## config.mk

```make
export PLATFORM = sky130hd
export DESIGN_NAME = half_adder_beh_sync
export DESIGN_NICKNAME = d
export VERILOG_FILES = /design/src/rtl/half_adder_beh_sync_pkg.sv /design/src/rtl/half_adder_cell.sv /design/src/rtl/half_adder_beh_sync.sv
export SDC_FILE = /design/constraint.sdc
export NUM_CORES = 1
export LEC_CHECK = 0
export CAP_MARGIN = 20
export CORE_MARGIN = 2
export CORE_UTILIZATION = 38
export DETAILED_ROUTE_END_ITERATION = 8
export HOLD_SLACK_MARGIN = 0.1
export PLACE_DENSITY_LB_ADDON = 0.3
export SLEW_MARGIN = 20
export SYNTH_ARGS = -nofsm -noshare
export SYNTH_HDL_FRONTEND = slang
export SYNTH_HIERARCHICAL = 1
export SYNTH_SLANG_ARGS = --single-unit
```

## constraint.sdc

```tcl
create_clock -name clk -period 1.55 [get_ports clk]
set_clock_uncertainty 0.05 [all_clocks]
set_input_delay 0.31 -clock clk [delete_from_list [all_inputs] [get_ports clk]]
set_output_delay 0.31 -clock clk [all_outputs]
set_load 0.1 [all_outputs]
```

## src/rtl/half_adder_beh_sync_pkg.sv

```systemverilog
// half_adder_beh_sync_pkg: default slice count and counter saturation helper
package half_adder_beh_sync_pkg;
  localparam int HA_WIDTH = 1;
  function automatic logic [31:0] sat_max(input int w);
    return (32'd1 << w) - 32'd1;
  endfunction
endpackage

```

## src/rtl/half_adder_cell.sv

```systemverilog
// half_adder_cell: 1-bit sum/carry (ports: a, b in; sum, c_out out)
module half_adder_cell (
  input  logic a,
  input  logic b,
  output logic sum,
  output logic c_out
);
  assign sum = a ^ b;
  assign c_out = a & b;
endmodule

```

## src/rtl/half_adder_beh_sync.sv

```systemverilog
// half_adder_beh_sync: WIDTH-bit half adder with combinational sum/c_out, registered sum_q/c_out_q/out_valid (in_valid-qualified) and a saturating carry_cnt; clk, async active-high rst
module half_adder_beh_sync
  import half_adder_beh_sync_pkg::*;
#(
  parameter int WIDTH = HA_WIDTH,
  parameter int CNT_W = 8
) (
  input  logic             clk,
  input  logic             rst,
  input  logic [WIDTH-1:0] a,
  input  logic [WIDTH-1:0] b,
  input  logic             in_valid,
  output logic [WIDTH-1:0] sum,
  output logic [WIDTH-1:0] c_out,
  output logic [WIDTH-1:0] sum_q,
  output logic [WIDTH-1:0] c_out_q,
  output logic             out_valid,
  output logic [CNT_W-1:0] carry_cnt
);
  localparam logic [CNT_W-1:0] CNT_MAX = CNT_W'(sat_max(CNT_W));
  logic [WIDTH-1:0] w_sum, w_c;
  logic [WIDTH-1:0] r_sum, r_c;
  logic             r_valid;
  logic [CNT_W-1:0] r_cnt;
  for (genvar g = 0; g < WIDTH; g++) begin : g_cell
    half_adder_cell u_cell (.a(a[g]), .b(b[g]), .sum(w_sum[g]), .c_out(w_c[g]));
  end
  always_ff @(posedge clk or posedge rst) begin
    if (rst) begin
      r_sum   <= '0;
      r_c     <= '0;
      r_valid <= 1'b0;
      r_cnt   <= '0;
    end else begin
      r_valid <= in_valid;
      if (in_valid) begin
        r_sum <= w_sum;
        r_c   <= w_c;
        if (|w_c && r_cnt != CNT_MAX) r_cnt <= r_cnt + 1'b1;
      end
    end
  end
  assign sum       = w_sum;
  assign c_out     = w_c;
  assign sum_q     = r_sum;
  assign c_out_q   = r_c;
  assign out_valid = r_valid;
  assign carry_cnt = r_cnt;
endmodule

```

Word-level counts from Yosys, hierarchy flattened

Index checks and enable logic that the tools add are counted.

Word-level logic and storage cells: 10
Bits of input ports: 5
Bits in registers: 11

Reduce and logical (&&, ||, !) cells: 2
Eq/ne operators: 1
Bitwise operators: 2
Add/subtract/negate cells: 1

Operators by type and width:

| kind                                                          | number |
|---|---|
| 8-bit by 1-bit adder with 8-bit output, second input constant | 1 |
| 8-bit != test, second input constant                          | 1 |
| 2-bit AND reduction                                           | 1 |
| 1-bit AND                                                     | 1 |
| 1-bit logical AND                                             | 1 |
| 1-bit bitwise XOR                                             | 1 |

Longest topological paths before layout

Depth after elaboration: 3
Gate-level depth with buffers: 5
Mapped depth without buffers: 5

Cells and area by module

Netlist, hierarchy kept.

Modules (own cells, without submodules):

| module              | sequential area each (um2) | cells an instance | area an instance (um2) | times used |
|---|---|---|---|---|
| half_adder_beh_sync | 275.3                      | 44                | 513.0                  | 1 |
| half_adder_cell     | 0.0                        | 1                 | 12.5                   | 1 |

Least setup slack after synthesis

OpenSTA, ideal clock, no wires.

Path kind: input port to flip-flop
From: input port a
To: register r_cnt[7] (netlist: carry_cnt[7])
Path slack: -0.703 ns
Data arrival time: 2.077 ns
Library setup time: 0.126 ns
Buffers on the path: 0
Stages: 5
Path through: ha_1 > nand2_1 > nor3_2 > nand3_1 > mux2_4

Longest elaborated chain between the ends: 3

RTL lines:

| what                          | RTL line                  | RTL |
|---|---|---|
| from (decl)                   | half_adder_beh_sync.sv:10 | `input logic [WIDTH-1:0] a,` |
| 1-bit AND                     | half_adder_cell.sv:9      | `assign c_out = a & b;` |
| 1-bit logical AND             | half_adder_beh_sync.sv:39 | `if (\|w_c && r_cnt != CNT_MAX) r_cnt <= r_cnt + 1'b1;` |
| 2-bit AND reduction (no line) | -                         |  |
| to (signal assigned)          | half_adder_beh_sync.sv:39 |  |
| to (decl)                     | half_adder_beh_sync.sv:24 | `logic [CNT_W-1:0] r_cnt;` |

Every way passes these cells.
A chain may end at the register's enable or synchronous reset.

Worst setup path after layout

From: register r_cnt[1] (netlist: carry_cnt[1])
To: register r_cnt[6] (netlist: carry_cnt[6])

Longest elaborated chain between the ends: 3
Elaborated cells between the ends (all ways): 4

RTL lines:

| what |
|---|
| parallel branches: the longest is 3 deep, another holds 8-bit by 1-bit adder with 8-bit output |

Parallel ways; which one is timed is not known.

==> load_flow_metrics.sql <==
INSERT INTO impl_metrics (metric_group, metric, value, unit) VALUES
('synth', 'netlist_top_cells_count', 'dfrtp_1, nand2_1, nand3_1', ''),
('die', 'design.portCount', '18', ''),
('synth', 'synth-edff-count', '0', ''),
('worst_setup_path', 'worstReg2RegEnd', 'carry_cnt[6]', ''),
('final_layout', 'finalNonFillerCells', '86', ''),
('worst_setup_path', 'cp_data_required_time', '1.66', 'ns'),
('global_routing', 'vias_in_the_first_global_route', '447', ''),
('worst_setup_path', 'reg2regPathDepth', '5', ''),
('cts', 'h_tree_level_count', '1', ''),
('synth', 'yosys.cell_count.top_type', 'dfrtp_1', ''),
('synth', 'mappedNetlistArea', '526', 'um2'),
('timing', 'timing.final.hold_violations', '0', ''),
('detailed_routing', 'routed_wire_length_per_instance', '14.0', 'um'),
('die', 'row_count', '13', ''),
('place', 'placed_area', '963', 'um2'),
('timing', 'grt_setup_unrepaired', 'no', ''),
('worst_setup_path', 'crit_path_max_fanout', '4', ''),
('synth', 'post-synth-top-area-fraction', '52.4', '%'),
('synth', 'post_synthesis_area_per_instance', '11.7', 'um2'),
('worst_setup_path', 'cp_data_arrival_time', '1.54', 'ns'),
('cts', 'clk_transition_reported_paths', '0.07', 'ns'),
('outcome', 'run_status', 'finished clean', ''),
('die', 'core_area', '1300', 'um2'),
('detailed_routing', 'vias_per_cell', '4.99', ''),
('cts', 'hold_buffers', '0', ''),
('synth', 'total_of_flip_flops_plus_latches_after_synthesis', '11', ''),
('timing', 'worst_pin_slew', '0.414', 'ns'),
('final_layout', 'fin_nets', '79', ''),
('synth', 'yosysSeqAreaShare', '52.4', '%'),
('global_routing', 'grt_antenna_before_repair', '0', ''),
('die', 'initial_core_utilization', '40.4', '%'),
('worst_setup_path', 'reg2reg_setup_slack', '0.12', 'ns'),
('global_routing', 'grt_start_max_net_pins', '12', ''),
('cts', 'cts_root_buf', 'clkbuf_4', ''),
('synth', 'synth.lib_cells_used.distinct', '23', ''),
('worst_setup_path', 'worst_setup_path_end_kind', 'flip-flop', ''),
('global_routing', 'grt.total_usage', '18.9', '%'),
('synth', 'syn_nets', '52', ''),
('synth', 'synthesis.yosys.warnings', '6', ''),
('place', 'numPlacedInstances', '82', ''),
('cts', 'cts-root-to-sink-buffers', '2', ''),
('cts', 'skew_pair_late_insertion_delay', '0.27', 'ns'),
('worst_setup_path', 'crit-reg2reg-launch', 'carry_cnt[1]', ''),
('global_routing', 'grt_pass1_wl', '1950', 'um'),
('global_routing', 'gr-total-overflow', '0', ''),
('timing', 'period_minus_slack', '1.43', 'ns'),
('place', 'gpl.final_weighted_congestion', '0.748', ''),
('detailed_routing', 'post-route-drc-count', '0', ''),
('worst_setup_path', 'criticalPathCategory', 'flip-flop to flip-flop', ''),
('detailed_routing', 'detailroute.via_count', '429', ''),
('min_path', 'hold_path_class', 'input port to async pin', ''),
('detailed_routing', '1st_pass_router_iterations', '4', ''),
('cts', 'cts_inserted_buffers', '3', ''),
('final_layout', 'fill_cells', '94', ''),
('die', 'dieHeight', '41.2', 'um'),
('synth', 'synth_top_cell_by_area', 'dfrtp_1', ''),
('final_layout', 'final_layout_size_suffix_gt1_share', '62.0', '%'),
('timing', 'finalSetupViolations', '0', ''),
('detailed_routing', 'detailed_route_iter0_violations', '8', ''),
('die', 'die_area', '1700', 'um2'),
('final_layout', 'layout_overhead_on_the_synthesized_area', '87.9', '%'),
('die', 'floorplan.die.width', '41.2', 'um'),
('timing', 'maxSlewHeadroom', '72.3', '%'),
('place', 'io_buffer_count', '17', ''),
('final_layout', 'finish.instance_area', '987', 'um2'),
('synth', 'synth_flop_cell', 'dfrtp_1', ''),
('synth', 'synthArstFlopShare', '100', '%'),
('power', 'leakage', '0.396', 'nW'),
('cts', 'post-cts-setup-buffers', '0', ''),
('detailed_routing', 'final_antenna_net_count', '0', ''),
('place', 'hpwlAfterDp', '992', 'um'),
('timing', 'highest_achievable_clock_rate', '0.698', 'GHz'),
('final_layout', 'ant_diodes', '0', ''),
('synth', 'ys_top_cells_by_area', 'dfrtp_1, ha_1, mux2_2, nand3_1, o21bai_4', ''),
('detailed_routing', 'drt_wl_total', '1210', 'um'),
('cts', 'cts_tree', 'built', ''),
('power', 'power.density', '1860', 'nW/um2'),
('timing', 'post-route-period-util', '92.4', '%'),
('timing', 'timing.final.max_slew_violations', '0', ''),
('cts', 'cts.repair.resized', '2', ''),
('synth', 'synthesis.instances', '45', ''),
('worst_setup_path', 'timing.critical_path.from_type', 'flip-flop', ''),
('power', 'max-vdd-ir-drop', '1.25', 'mV'),
('cts', 'clock_sink_count', '11', ''),
('flow_run', 'cap_viol_max_count', '0', '');
logic make-up (layout without fill, tap and decap cells):
logic type	after synthesis	count (layout)	synth area share (%)
fa+ha+maj	2	2	4.76
xor+xnor	2	2	3.33
simple gates	16	16	17.6
flops	11	11	52.4
buf+inv	2	28	1.43
mux	4	4	9.28
compound gates	8	8	11.2
worst max-delay path, stage by stage (launching register included):
cell	delay, ns
dfrtp_4	0.52
ha_4	0.19
nand2_4	0.10
nor2_4	0.05
nand3_1	0.09
mux2_2	0.33
registers in the layout, summed over array words and instances, names as in the netlist:
register,cells
carry_cnt,8
c_out_q,1
sum_q,1
out_valid,1
how the worst max path moves through the flow:
| stage | start | cells after the start | slack, ns | endpoint |
|---|---|---|---|---|
| 6_report | carry_cnt[1] | 5 | 0.12 | carry_cnt[6] |
| 5_1_grt | carry_cnt[1] | 5 | 0.07 | carry_cnt[6] |
| 4_1_cts | carry_cnt[0] | 5 | 0.10 | carry_cnt[6] |
| 3_5_place_dp | b | 6 | -0.31 | carry_cnt[7] |
| 3_3_place_gp | b | 6 | -0.22 | carry_cnt[7] |
| 2_1_floorplan | carry_cnt[6] | 4 | -0.05 | carry_cnt[1] |
layer usage:
layer | share of wire (%) | wire [um] | track usage (%) | vias to the layer above
met5 | 0 | 0 | 0 | -
met4 | 0 | 0 | 4.84 | 0
met3 | 6.4 | 77 | 10.3 | 0
met2 | 54 | 654 | 33.6 | 13
met1 | 39 | 476 | 19.0 | 205
li1 | - | - | - | 211
stage by stage:
step | util [%] | power, mW | setup TNS (ns) | hold WS [ns] | worst slack [ns]
6_report | 75.9 | 1.84 | 0 | 0.299 | 0.118
5_1_grt | 75.9 | 1.91 | 0 | 0.335 | 0.0726
4_1_cts | 75.9 | 1.86 | 0 | 0.311 | 0.104
3_3_place_gp | 74.0 | 1.64 | -0.861 | 0.507 | -0.222
2_1_floorplan | - | 1.24 | -0.108 | 0.113 | -0.0467
3_5_place_dp | 74.0 | 1.66 | -1.21 | 0.519 | -0.310
power breakdown:
part	switching (mW)	leakage (nW)	internal (mW)
combinational	0.681	0.253	0.411
sequential	0.155	0.128	0.399
clock	0.0929	0.0150	0.0996
total	0.929	0.396	0.910
placed cells by master, fill, tap and decap left out, drive strengths merged:
master | Yosys | routed
dfrtp | 11 | 11
mux2 | 4 | 4
ha | 2 | 2
nand4 | 1 | 1
a31oi | 2 | 2
and2 | 1 | 1
or2 | 1 | 1
clkdlybuf4s50 | 0 | 2
clkbuf | 0 | 4
xnor2 | 2 | 2
o21a | 1 | 1
a21oi | 2 | 2
buf | 0 | 18
inv | 2 | 2
dlygate4sd2 | 0 | 2
nand2b | 1 | 1
o21bai | 1 | 1
o21ai | 2 | 2
nor3 | 1 | 1
nand2 | 4 | 4
nor2 | 2 | 2
nand3 | 5 | 5
layout make-up:
cell class                      instances  area, um2  area share [%]
Timing Repair Buffer                   22        335            34.0
Multi-Input combinational cell         32        294            29.8
Clock buffer                            4       26.3            2.66
Sequential cell                        11        305            30.9
Tap cell                               15       18.8            1.90
Inverter                                2       7.51           0.760
(Power assumes the default switching activity.)
